[config.mk]
export PLATFORM = sky130hd
export DESIGN_NAME = pe_stream_scheduler_flat
export DESIGN_NICKNAME = d
export VERILOG_FILES = /design/src/rtl/pe_sched_pkg.sv /design/src/rtl/pe_stream_scheduler_if.sv /design/src/rtl/pe_sched_word_counter.sv /design/src/rtl/pe_stream_scheduler.sv /design/src/flat_wrapper.sv
export SDC_FILE = /design/constraint.sdc
export NUM_CORES = 1
export LEC_CHECK = 0
export CAP_MARGIN = 20
export CELL_PAD_IN_SITES_DETAIL_PLACEMENT = 2
export CELL_PAD_IN_SITES_GLOBAL_PLACEMENT = 2
export CORE_AREA = 2 2 166 128
export CTS_BUF_LIST = sky130_fd_sc_hd__clkbuf_8
export CTS_CLUSTER_SIZE = 8
export DETAILED_ROUTE_END_ITERATION = 10
export DIE_AREA = 0 0 168 130
export PLACE_DENSITY_LB_ADDON = 0.15
export SYNTH_ARGS = -nofsm -noshare
export SYNTH_HDL_FRONTEND = slang
export SYNTH_SLANG_ARGS = --single-unit
[constraint.sdc]
create_clock -name clk -period 2.4 [get_ports clk]
set_input_delay 0.6 -clock clk [delete_from_list [all_inputs] [get_ports clk]]
set_output_delay 0.6 -clock clk [all_outputs]
set_load 0.02 [all_outputs]
[src/rtl/pe_sched_pkg.sv]
// rtl/pe_sched_pkg.sv - shared types, stream codes and config field helpers for pe_stream_scheduler
package pe_sched_pkg;

    localparam int DATA_BITS_DEF      = 32;
    localparam int CONFIG_SIZE_DEF    = 13;
    localparam int PW_IPSUM_WORDS_DEF = 4;

    localparam int CFG_DW_BIT   = 12;
    localparam int CFG_RS_LSB   = 10;
    localparam int CFG_MODE_BIT = 9;
    localparam int CFG_P_LSB    = 7;
    localparam int CFG_F_LSB    = 2;
    localparam int CFG_Q_LSB    = 0;

    typedef enum logic [2:0] {
        ST_IDLE,
        ST_CFG,
        ST_FILTER,
        ST_IFMAP,
        ST_IPSUM,
        ST_PWIPSUM,
        ST_OPSUM,
        ST_DONE
    } sched_state_e;

    typedef enum logic [2:0] {
        SEL_NONE     = 3'd0,
        SEL_FILTER   = 3'd1,
        SEL_IFMAP    = 3'd2,
        SEL_DW_IPSUM = 3'd3,
        SEL_PW_IPSUM = 3'd4
    } src_sel_e;

    // Counters hold the index of the last word, so FW=16 still fits in four bits.
    function automatic logic [3:0] cfg_filter_last(input logic [CONFIG_SIZE_DEF-1:0] c);
        logic [4:0] words;
        words = (5'(c[CFG_P_LSB +: 2]) + 5'd1) * (5'(c[CFG_RS_LSB +: 2]) + 5'd1);
        return 4'(words - 5'd1);
    endfunction

    function automatic logic [1:0] cfg_ifmap_last(input logic [CONFIG_SIZE_DEF-1:0] c);
        return c[CFG_RS_LSB +: 2];
    endfunction

    function automatic logic [1:0] cfg_ipsum_last(input logic [CONFIG_SIZE_DEF-1:0] c);
        return c[CFG_DW_BIT] ? c[CFG_Q_LSB +: 2] : c[CFG_P_LSB +: 2];
    endfunction

    function automatic logic [1:0] cfg_opsum_last(input logic [CONFIG_SIZE_DEF-1:0] c);
        return c[CFG_P_LSB +: 2];
    endfunction

    function automatic logic [4:0] cfg_col_last(input logic [CONFIG_SIZE_DEF-1:0] c);
        return c[CFG_F_LSB +: 5];
    endfunction

endpackage

[src/rtl/pe_stream_scheduler_if.sv]
// rtl/pe_stream_scheduler_if.sv - job, global-buffer, PE operand and opsum handshakes of pe_stream_scheduler
interface pe_stream_scheduler_if #(
    parameter int DATA_BITS   = 32,
    parameter int CONFIG_SIZE = 13
);
    logic                   job_valid;
    logic                   job_ready;
    logic [CONFIG_SIZE-1:0] job_config;

    logic [2:0]             src_sel;
    logic                   src_valid;
    logic                   src_ready;
    logic [DATA_BITS-1:0]   src_data;

    logic                   PE_en;
    logic [CONFIG_SIZE-1:0] i_config;

    logic [DATA_BITS-1:0]   ifmap;
    logic [DATA_BITS-1:0]   filter;
    logic [DATA_BITS-1:0]   depthwise_ipsum;
    logic [DATA_BITS-1:0]   pointwise_ipsum;
    logic                   ifmap_valid;
    logic                   filter_valid;
    logic                   depthwise_ipsum_valid;
    logic                   pointwise_ipsum_valid;
    logic                   ifmap_ready;
    logic                   filter_ready;
    logic                   depthwise_ipsum_ready;
    logic                   pointwise_ipsum_ready;

    logic [DATA_BITS-1:0]   pe_opsum;
    logic                   pe_opsum_valid;
    logic                   pe_opsum_ready;
    logic [DATA_BITS-1:0]   out_opsum;
    logic                   out_opsum_valid;
    logic                   out_opsum_ready;

    logic                   job_done;

    modport master (
        input  job_valid, job_config,
        input  src_valid, src_data,
        input  ifmap_ready, filter_ready, depthwise_ipsum_ready, pointwise_ipsum_ready,
        input  pe_opsum, pe_opsum_valid, out_opsum_ready,
        output job_ready, src_sel, src_ready, PE_en, i_config,
        output ifmap, filter, depthwise_ipsum, pointwise_ipsum,
        output ifmap_valid, filter_valid, depthwise_ipsum_valid, pointwise_ipsum_valid,
        output pe_opsum_ready, out_opsum, out_opsum_valid, job_done
    );

    modport slave (
        output job_valid, job_config,
        output src_valid, src_data,
        output ifmap_ready, filter_ready, depthwise_ipsum_ready, pointwise_ipsum_ready,
        output pe_opsum, pe_opsum_valid, out_opsum_ready,
        input  job_ready, src_sel, src_ready, PE_en, i_config,
        input  ifmap, filter, depthwise_ipsum, pointwise_ipsum,
        input  ifmap_valid, filter_valid, depthwise_ipsum_valid, pointwise_ipsum_valid,
        input  pe_opsum_ready, out_opsum, out_opsum_valid, job_done
    );

endinterface

[src/rtl/pe_sched_word_counter.sv]
// rtl/pe_sched_word_counter.sv - per-phase transfer counter with loadable last index and terminal flag
module pe_sched_word_counter #(
    parameter int WIDTH = 4
) (
    input  logic             clk,
    input  logic             rst,
    input  logic             load,
    input  logic [WIDTH-1:0] last_idx,
    input  logic             fire,
    output logic             done
);

    logic [WIDTH-1:0] count;
    logic [WIDTH-1:0] last_q;

    assign done = fire && (count == last_q);

    // Wraps to zero on the terminal transfer so per-column phases reuse the same load.
    always_ff @(posedge clk or negedge rst) begin
        if (!rst) begin
            count  <= '0;
            last_q <= '0;
        end else if (load) begin
            count  <= '0;
            last_q <= last_idx;
        end else if (fire) begin
            count <= done ? '0 : count + WIDTH'(1);
        end
    end

endmodule

[src/rtl/pe_stream_scheduler.sv]
// rtl/pe_stream_scheduler.sv - per-PE job sequencer: filter, per-column ifmap/ipsum/pw-ipsum, opsum drain; PE_SCHED_PERF_EN adds stall_cycles
module pe_stream_scheduler
    import pe_sched_pkg::*;
#(
    parameter int PW_IPSUM_WORDS = PW_IPSUM_WORDS_DEF
) (
    input  logic                  clk,
    input  logic                  rst,
`ifdef PE_SCHED_PERF_EN
    output logic [31:0]           stall_cycles,
`endif
    pe_stream_scheduler_if.master bus
);

    localparam int PW_W = (PW_IPSUM_WORDS > 1) ? $clog2(PW_IPSUM_WORDS) : 1;
    localparam logic [PW_W-1:0] PW_LAST = PW_W'(PW_IPSUM_WORDS - 1);

    sched_state_e state_q, state_d;

    logic accept;
    logic filter_fire, ifmap_fire, ipsum_fire, pw_fire, opsum_fire;
    logic filter_done, ifmap_done, ipsum_done, pw_done, opsum_done, col_done;
    logic depthwise_q;

    assign accept      = (state_q == ST_IDLE) && bus.job_valid;
    assign depthwise_q = bus.i_config[CFG_DW_BIT];

    assign filter_fire = (state_q == ST_FILTER)  && bus.src_valid && bus.filter_ready;
    assign ifmap_fire  = (state_q == ST_IFMAP)   && bus.src_valid && bus.ifmap_ready;
    assign ipsum_fire  = (state_q == ST_IPSUM)   && bus.src_valid && bus.depthwise_ipsum_ready;
    assign pw_fire     = (state_q == ST_PWIPSUM) && bus.src_valid && bus.pointwise_ipsum_ready;
    assign opsum_fire  = (state_q == ST_OPSUM)   && bus.pe_opsum_valid && bus.out_opsum_ready;

    always_ff @(posedge clk or negedge rst) begin
        if (!rst) begin
            state_q      <= ST_IDLE;
            bus.i_config <= '0;
        end else begin
            state_q <= state_d;
            if (accept) begin
                bus.i_config <= bus.job_config;
            end
        end
    end

    pe_sched_word_counter #(.WIDTH(4)) u_filter_cnt (
        .clk(clk), .rst(rst), .load(accept),
        .last_idx(cfg_filter_last(bus.job_config)),
        .fire(filter_fire), .done(filter_done)
    );

    pe_sched_word_counter #(.WIDTH(2)) u_ifmap_cnt (
        .clk(clk), .rst(rst), .load(accept),
        .last_idx(cfg_ifmap_last(bus.job_config)),
        .fire(ifmap_fire), .done(ifmap_done)
    );

    pe_sched_word_counter #(.WIDTH(2)) u_ipsum_cnt (
        .clk(clk), .rst(rst), .load(accept),
        .last_idx(cfg_ipsum_last(bus.job_config)),
        .fire(ipsum_fire), .done(ipsum_done)
    );

    pe_sched_word_counter #(.WIDTH(PW_W)) u_pw_cnt (
        .clk(clk), .rst(rst), .load(accept),
        .last_idx(PW_LAST),
        .fire(pw_fire), .done(pw_done)
    );

    pe_sched_word_counter #(.WIDTH(2)) u_opsum_cnt (
        .clk(clk), .rst(rst), .load(accept),
        .last_idx(cfg_opsum_last(bus.job_config)),
        .fire(opsum_fire), .done(opsum_done)
    );

    // Steps once per drained column; its terminal flag marks the final column.
    pe_sched_word_counter #(.WIDTH(5)) u_col_cnt (
        .clk(clk), .rst(rst), .load(accept),
        .last_idx(cfg_col_last(bus.job_config)),
        .fire(opsum_done), .done(col_done)
    );

    always_comb begin
        state_d             = state_q;
        bus.job_ready       = 1'b0;
        bus.PE_en           = 1'b0;
        bus.job_done        = 1'b0;
        bus.src_sel         = SEL_NONE;
        bus.pe_opsum_ready  = 1'b0;
        bus.out_opsum_valid = 1'b0;
        unique case (state_q)
            ST_IDLE: begin
                bus.job_ready = 1'b1;
                if (bus.job_valid) state_d = ST_CFG;
            end
            ST_CFG: begin
                bus.PE_en = 1'b1;
                state_d   = ST_FILTER;
            end
            ST_FILTER: begin
                bus.src_sel = SEL_FILTER;
                if (filter_done) state_d = ST_IFMAP;
            end
            ST_IFMAP: begin
                bus.src_sel = SEL_IFMAP;
                if (ifmap_done) state_d = ST_IPSUM;
            end
            ST_IPSUM: begin
                bus.src_sel = SEL_DW_IPSUM;
                if (ipsum_done) state_d = depthwise_q ? ST_PWIPSUM : ST_OPSUM;
            end
            ST_PWIPSUM: begin
                bus.src_sel = SEL_PW_IPSUM;
                if (pw_done) state_d = ST_OPSUM;
            end
            ST_OPSUM: begin
                bus.pe_opsum_ready  = bus.out_opsum_ready;
                bus.out_opsum_valid = bus.pe_opsum_valid;
                if (opsum_done) state_d = col_done ? ST_DONE : ST_IFMAP;
            end
            ST_DONE: begin
                bus.job_done = 1'b1;
                state_d      = ST_IDLE;
            end
            default: state_d = ST_IDLE;
        endcase
    end

    always_comb begin
        bus.filter_valid          = 1'b0;
        bus.ifmap_valid           = 1'b0;
        bus.depthwise_ipsum_valid = 1'b0;
        bus.pointwise_ipsum_valid = 1'b0;
        bus.src_ready             = 1'b0;
        unique case (bus.src_sel)
            SEL_FILTER: begin
                bus.filter_valid = bus.src_valid;
                bus.src_ready    = bus.filter_ready;
            end
            SEL_IFMAP: begin
                bus.ifmap_valid = bus.src_valid;
                bus.src_ready   = bus.ifmap_ready;
            end
            SEL_DW_IPSUM: begin
                bus.depthwise_ipsum_valid = bus.src_valid;
                bus.src_ready             = bus.depthwise_ipsum_ready;
            end
            SEL_PW_IPSUM: begin
                bus.pointwise_ipsum_valid = bus.src_valid;
                bus.src_ready             = bus.pointwise_ipsum_ready;
            end
            default: bus.src_ready = 1'b0;
        endcase
    end

    assign bus.filter          = bus.src_data;
    assign bus.ifmap           = bus.src_data;
    assign bus.depthwise_ipsum = bus.src_data;
    assign bus.pointwise_ipsum = bus.src_data;
    assign bus.out_opsum       = bus.pe_opsum;

`ifdef PE_SCHED_PERF_EN
    logic phase_active;
    logic phase_fire;

    assign phase_active = state_q inside {ST_FILTER, ST_IFMAP, ST_IPSUM, ST_PWIPSUM, ST_OPSUM};
    assign phase_fire   = filter_fire | ifmap_fire | ipsum_fire | pw_fire | opsum_fire;

    always_ff @(posedge clk or negedge rst) begin
        if (!rst) begin
            stall_cycles <= '0;
        end else if (accept) begin
            stall_cycles <= '0;
        end else if (phase_active && !phase_fire && (stall_cycles != '1)) begin
            stall_cycles <= stall_cycles + 32'd1;
        end
    end
`else
    // Performance counters are not built in this configuration.
`endif

endmodule
[src/flat_wrapper.sv]
// flat-port wrapper written by rule: the top's interface ports become plain ports
module pe_stream_scheduler_flat import pe_sched_pkg::*;
#(
    parameter int PW_IPSUM_WORDS = PW_IPSUM_WORDS_DEF
)
  (clk, rst, bus_job_valid, bus_job_config, bus_src_valid, bus_src_data, bus_ifmap_ready, bus_filter_ready, bus_depthwise_ipsum_ready, bus_pointwise_ipsum_ready, bus_pe_opsum, bus_pe_opsum_valid, bus_out_opsum_ready, bus_job_ready, bus_src_sel, bus_src_ready, bus_PE_en, bus_i_config, bus_ifmap, bus_filter, bus_depthwise_ipsum, bus_pointwise_ipsum, bus_ifmap_valid, bus_filter_valid, bus_depthwise_ipsum_valid, bus_pointwise_ipsum_valid, bus_pe_opsum_ready, bus_out_opsum, bus_out_opsum_valid, bus_job_done);
  pe_stream_scheduler_if bus_i ();
  input  logic clk;
  input  logic rst;
  input wire logic [$bits(bus_i.job_valid)-1:0] bus_job_valid;
  input wire logic [$bits(bus_i.job_config)-1:0] bus_job_config;
  input wire logic [$bits(bus_i.src_valid)-1:0] bus_src_valid;
  input wire logic [$bits(bus_i.src_data)-1:0] bus_src_data;
  input wire logic [$bits(bus_i.ifmap_ready)-1:0] bus_ifmap_ready;
  input wire logic [$bits(bus_i.filter_ready)-1:0] bus_filter_ready;
  input wire logic [$bits(bus_i.depthwise_ipsum_ready)-1:0] bus_depthwise_ipsum_ready;
  input wire logic [$bits(bus_i.pointwise_ipsum_ready)-1:0] bus_pointwise_ipsum_ready;
  input wire logic [$bits(bus_i.pe_opsum)-1:0] bus_pe_opsum;
  input wire logic [$bits(bus_i.pe_opsum_valid)-1:0] bus_pe_opsum_valid;
  input wire logic [$bits(bus_i.out_opsum_ready)-1:0] bus_out_opsum_ready;
  output wire logic [$bits(bus_i.job_ready)-1:0] bus_job_ready;
  output wire logic [$bits(bus_i.src_sel)-1:0] bus_src_sel;
  output wire logic [$bits(bus_i.src_ready)-1:0] bus_src_ready;
  output wire logic [$bits(bus_i.PE_en)-1:0] bus_PE_en;
  output wire logic [$bits(bus_i.i_config)-1:0] bus_i_config;
  output wire logic [$bits(bus_i.ifmap)-1:0] bus_ifmap;
  output wire logic [$bits(bus_i.filter)-1:0] bus_filter;
  output wire logic [$bits(bus_i.depthwise_ipsum)-1:0] bus_depthwise_ipsum;
  output wire logic [$bits(bus_i.pointwise_ipsum)-1:0] bus_pointwise_ipsum;
  output wire logic [$bits(bus_i.ifmap_valid)-1:0] bus_ifmap_valid;
  output wire logic [$bits(bus_i.filter_valid)-1:0] bus_filter_valid;
  output wire logic [$bits(bus_i.depthwise_ipsum_valid)-1:0] bus_depthwise_ipsum_valid;
  output wire logic [$bits(bus_i.pointwise_ipsum_valid)-1:0] bus_pointwise_ipsum_valid;
  output wire logic [$bits(bus_i.pe_opsum_ready)-1:0] bus_pe_opsum_ready;
  output wire logic [$bits(bus_i.out_opsum)-1:0] bus_out_opsum;
  output wire logic [$bits(bus_i.out_opsum_valid)-1:0] bus_out_opsum_valid;
  output wire logic [$bits(bus_i.job_done)-1:0] bus_job_done;
  assign bus_i.job_valid = bus_job_valid;
  assign bus_i.job_config = bus_job_config;
  assign bus_i.src_valid = bus_src_valid;
  assign bus_i.src_data = bus_src_data;
  assign bus_i.ifmap_ready = bus_ifmap_ready;
  assign bus_i.filter_ready = bus_filter_ready;
  assign bus_i.depthwise_ipsum_ready = bus_depthwise_ipsum_ready;
  assign bus_i.pointwise_ipsum_ready = bus_pointwise_ipsum_ready;
  assign bus_i.pe_opsum = bus_pe_opsum;
  assign bus_i.pe_opsum_valid = bus_pe_opsum_valid;
  assign bus_i.out_opsum_ready = bus_out_opsum_ready;
  assign bus_job_ready = bus_i.job_ready;
  assign bus_src_sel = bus_i.src_sel;
  assign bus_src_ready = bus_i.src_ready;
  assign bus_PE_en = bus_i.PE_en;
  assign bus_i_config = bus_i.i_config;
  assign bus_ifmap = bus_i.ifmap;
  assign bus_filter = bus_i.filter;
  assign bus_depthwise_ipsum = bus_i.depthwise_ipsum;
  assign bus_pointwise_ipsum = bus_i.pointwise_ipsum;
  assign bus_ifmap_valid = bus_i.ifmap_valid;
  assign bus_filter_valid = bus_i.filter_valid;
  assign bus_depthwise_ipsum_valid = bus_i.depthwise_ipsum_valid;
  assign bus_pointwise_ipsum_valid = bus_i.pointwise_ipsum_valid;
  assign bus_pe_opsum_ready = bus_i.pe_opsum_ready;
  assign bus_out_opsum = bus_i.out_opsum;
  assign bus_out_opsum_valid = bus_i.out_opsum_valid;
  assign bus_job_done = bus_i.job_done;
  pe_stream_scheduler #(.PW_IPSUM_WORDS(PW_IPSUM_WORDS)) u_core (.clk(clk), .rst(rst), .bus(bus_i));
endmodule
==> impl_metrics.csv <==
group,metric,value,unit
worst_setup_path,path_max_fanout,4,
routing,wire_per_inst,14.0,um
worst_setup_path,r2r-end,"u_core.state_q[2]",
routing,firstDrtPassIters,4,
clock_network,htreeDepth,2,
floorplan,core-area,0.0204,sq mm
global_route,antenna_found_initial,0,
final_layout,nFillCells,2310,
clock_network,path_clk_slew,0.09,ns
final_layout,layout_common_cells,"39 x dfrtp_1, 31 x clkdlybuf4s50_1, 28 x nor2_1",
pwr,power.leakage,1.53,nW
worst_setup_path,cp-end-kind,"flip-flop",
pwr,power-per-cell-area,1070,mW/mm^2
final_layout,drive_gt1_frac,0.242,
clock_network,cts_made_buffers,5,
sta,tightest_slew,0.360,ns
floorplan,row_count,46,
pwr,total_power,3.83,mW
sta,rsz0062_at_grt,"yes",
worst_setup_path,criticalPathCategory,"in -> reg",
run,maxCapViolCount,0,
worst_setup_path,startpoint_type,"input port",
floorplan,ioPinCount,273,
placement,portBuffers,48,
routing,routed_via_density,3.68,
yosys,ys_types,45,
yosys,syn_nets,497,
clock_network,ctsHoldBuffers,0,
pwr,ir_drop,0.000328,V
pwr,power_frac_seq,0.324,
sta,setup_viol,1,
worst_hold_path,hold_class,"in -> async",
pwr,sw_frac_of_total,0.428,
worst_setup_path,arrival,2.62,ns
pwr,cell_internal_pwr,2.19,mW
final_layout,final_common_cell,"dfrtp_1",
clock_network,insertion_delay,0.30,ns
yosys,synth_area,0.00358,sq mm
placement,routabilityCongestion,0.658,
final_layout,post-route-util,0.175,
global_route,overflow,0,
yosys,ys.flop_type,"dfrtp_1",
clock_network,clockBufferDepth,2,
floorplan,die_w,168,um
global_route,grt_pass1_vias,2367,
pwr,pwr-share-comb,0.555,
sta,finalSetupTns,-0.0437,ns
clock_network,cts.sinks,40,
worst_setup_path,rr_startpoint,"u_core.state_q[1]",
pwr,p_clk_frac,0.121,
sta,period_needed,2.44,ns
routing,drc,0,
yosys,ys_warn_count,0,
yosys,synth_edf_count,0,
run_status,violations,"setup timing",
placement,placed_cell_area,0.00346,sq mm
final_layout,syn_to_final_growth,0.105,%
sta,finalHoldViolations,0,
placement,dp_hpwl,6.10,mm
final_layout,design_area,0.00358,sq mm
worst_setup_path,reg2reg_depth,6,
global_route,grt_pass1_wl,13.0,mm
yosys,async_reset_ff_frac,1.00,
pwr,p_switching,1.64,mW
routing,drt_iter0_drc,66,
yosys,synth-seq-area-share,0.280,
clock_network,cts_tree,"yes",
sta,slew_violations,0,
routing,num_vias,2139,
sta,layout_setup_ws,-0.0437,ns
sta,period_share,1.02,
sta,timing.fmax,409,MHz
yosys,synthCells,401,
worst_setup_path,critPathRequiredTime,2.58,ns
global_route,grt_max_degree,41,
routing,wirelength,8.18,mm
clock_network,clock-root-buffer,"clkbuf_8",
yosys,synth_seq_cells,40,
yosys,syn_avg_cell_area,8.92,sq um
final_layout,fin_nets,414,
floorplan,fp.dieH,130,um
routing,ant_nets,0,
floorplan,dieArea,0.0218,sq mm
final_layout,antenna_cells,0,
run_status,outcome,"finished with violations",
placement,dp_slack,-0.710,ns
sta,fin_skew,0.00937,ns
global_route,grt_usage,0.0764,
floorplan,initial_core_util,0.175,
sta,slew_headroom,0.759,
worst_setup_path,r2r_slack,0.49,ns
[registers in the layout, indices dropped and copies added (netlist names)]
| signal | flops |
|---|---|
| u_core.u_ipsum_cnt.count | 2 |
| u_core.state_q | 3 |
| u_core.u_opsum_cnt.count | 2 |
| u_core.u_filter_cnt.count | 4 |
| u_core.u_filter_cnt.last_q | 4 |
| u_core.u_col_cnt.count | 5 |
| u_core.u_opsum_cnt.last_q | 1 |
| u_core.u_ipsum_cnt.last_q | 2 |
| u_core.u_pw_cnt.count | 2 |
| u_core.u_col_cnt.last_q | 4 |
| u_core.u_ifmap_cnt.count | 2 |
| u_core.u_ifmap_cnt.last_q | 1 |
| u_core.bus.i_config | 7 |
| u_core.u_pw_cnt.last_q | 1 |
[stage by stage]
stage          cells  hold WS, ns
2_1_floorplan    401        0.304
3_3_place_gp     573        0.496
3_5_place_dp     573        0.500
4_1_cts          581        0.272
5_1_grt          582        0.267
6_report         582        0.270
[Yosys cell counts, drive strengths merged (6+ instances only)]
library cell,instances,share of area
a21oi,17,0.025
buf,165,0.34
dfrtp,40,0.28
ha,7,0.024
inv,7,0.0073
mux2,16,0.050
nand2,15,0.016
nand3,8,0.011
nor2,29,0.030
nor2b,6,0.010
o21ai,9,0.013
xor2,18,0.044
[worst max-delay path by stage]
stage          cells past startpoint                from  slack [ns]                       endpoint
2_1_floorplan                      9  bus_job_config[11]       -0.04  u_core.u_filter_cnt.last_q[3]
3_3_place_gp                      10   bus_job_config[7]       -0.65  u_core.u_filter_cnt.last_q[3]
3_5_place_dp                      10   bus_job_config[7]       -0.71  u_core.u_filter_cnt.last_q[3]
4_1_cts                           10  bus_job_config[10]       -0.04  u_core.u_filter_cnt.last_q[3]
5_1_grt                           10   bus_job_config[7]       -0.09  u_core.u_filter_cnt.last_q[3]
6_report                          10   bus_job_config[7]       -0.04  u_core.u_filter_cnt.last_q[3]
[worst max-delay path: stages]
cell and delay, ns:
buf_8 0.10, ha_4 0.27, nand2_4 0.05, ha_4 0.23, fa_1 0.55, inv_2 0.04
fa_2 0.37, xor2_2 0.16, xnor2_1 0.16, a21oi_1 0.08
[cell families (layout without fill, tap and decap cells)]
logic type | Yosys count | count (layout) | share of synthesized area
AND/OR/NAND/NOR | 85 | 85 | 0.120
multiplexers | 21 | 21 | 0.0644
adder cells (fa/ha/maj) | 9 | 9 | 0.0357
AO/OA/AOI/OAI | 49 | 49 | 0.0948
buffers and inverters | 176 | 93 | 0.354
flip-flops | 40 | 40 | 0.280
XOR/XNOR | 21 | 21 | 0.0514
[per-layer routing]
metal	wire length, um	share of wire	GRT usage	up-vias
li1	-	-	-	1003
met1	4000	0.49	0.102	1076
met2	3650	0.45	0.119	46
met4	59	0.0072	0.0189	0
met5	0	0	0	-
met3	470	0.057	0.0249	14
[repair_timing]
item | CTS | global route
buffers inserted | 1 | 1
resized for setup | 28 | 19
setup endpoints to repair | 13 | 7
pin swaps | 3 | 8
[final cells by class]
class / count / area [sq um] / share of cell area
Inverter: 7 / 26.3 / 0.00734
Tap cell: 264 / 330 / 0.0922
Multi-Input combinational cell: 185 / 1380 / 0.386
Timing Repair Buffer: 79 / 758 / 0.212
Clock buffer: 5 / 68.8 / 0.0192
Sequential cell: 40 / 1000 / 0.280
Clock inverter: 2 / 12.5 / 0.00349
[power by group through the flow]
| stage | logic [mW] | registers [mW] | clock network, mW |
|---|---|---|---|
| final | 2.13 | 1.24 | 0.462 |
| after global routing | 2.36 | 1.28 | 0.531 |
| after CTS | 2.17 | 1.25 | 0.499 |
| after detailed placement | 2.19 | 1.25 | 0 |
| after global placement | 2.17 | 1.24 | 0 |
| after floorplan | 1.50 | 1.31 | 0 |
No activity file was read; power rests on OpenSTA's default activity.
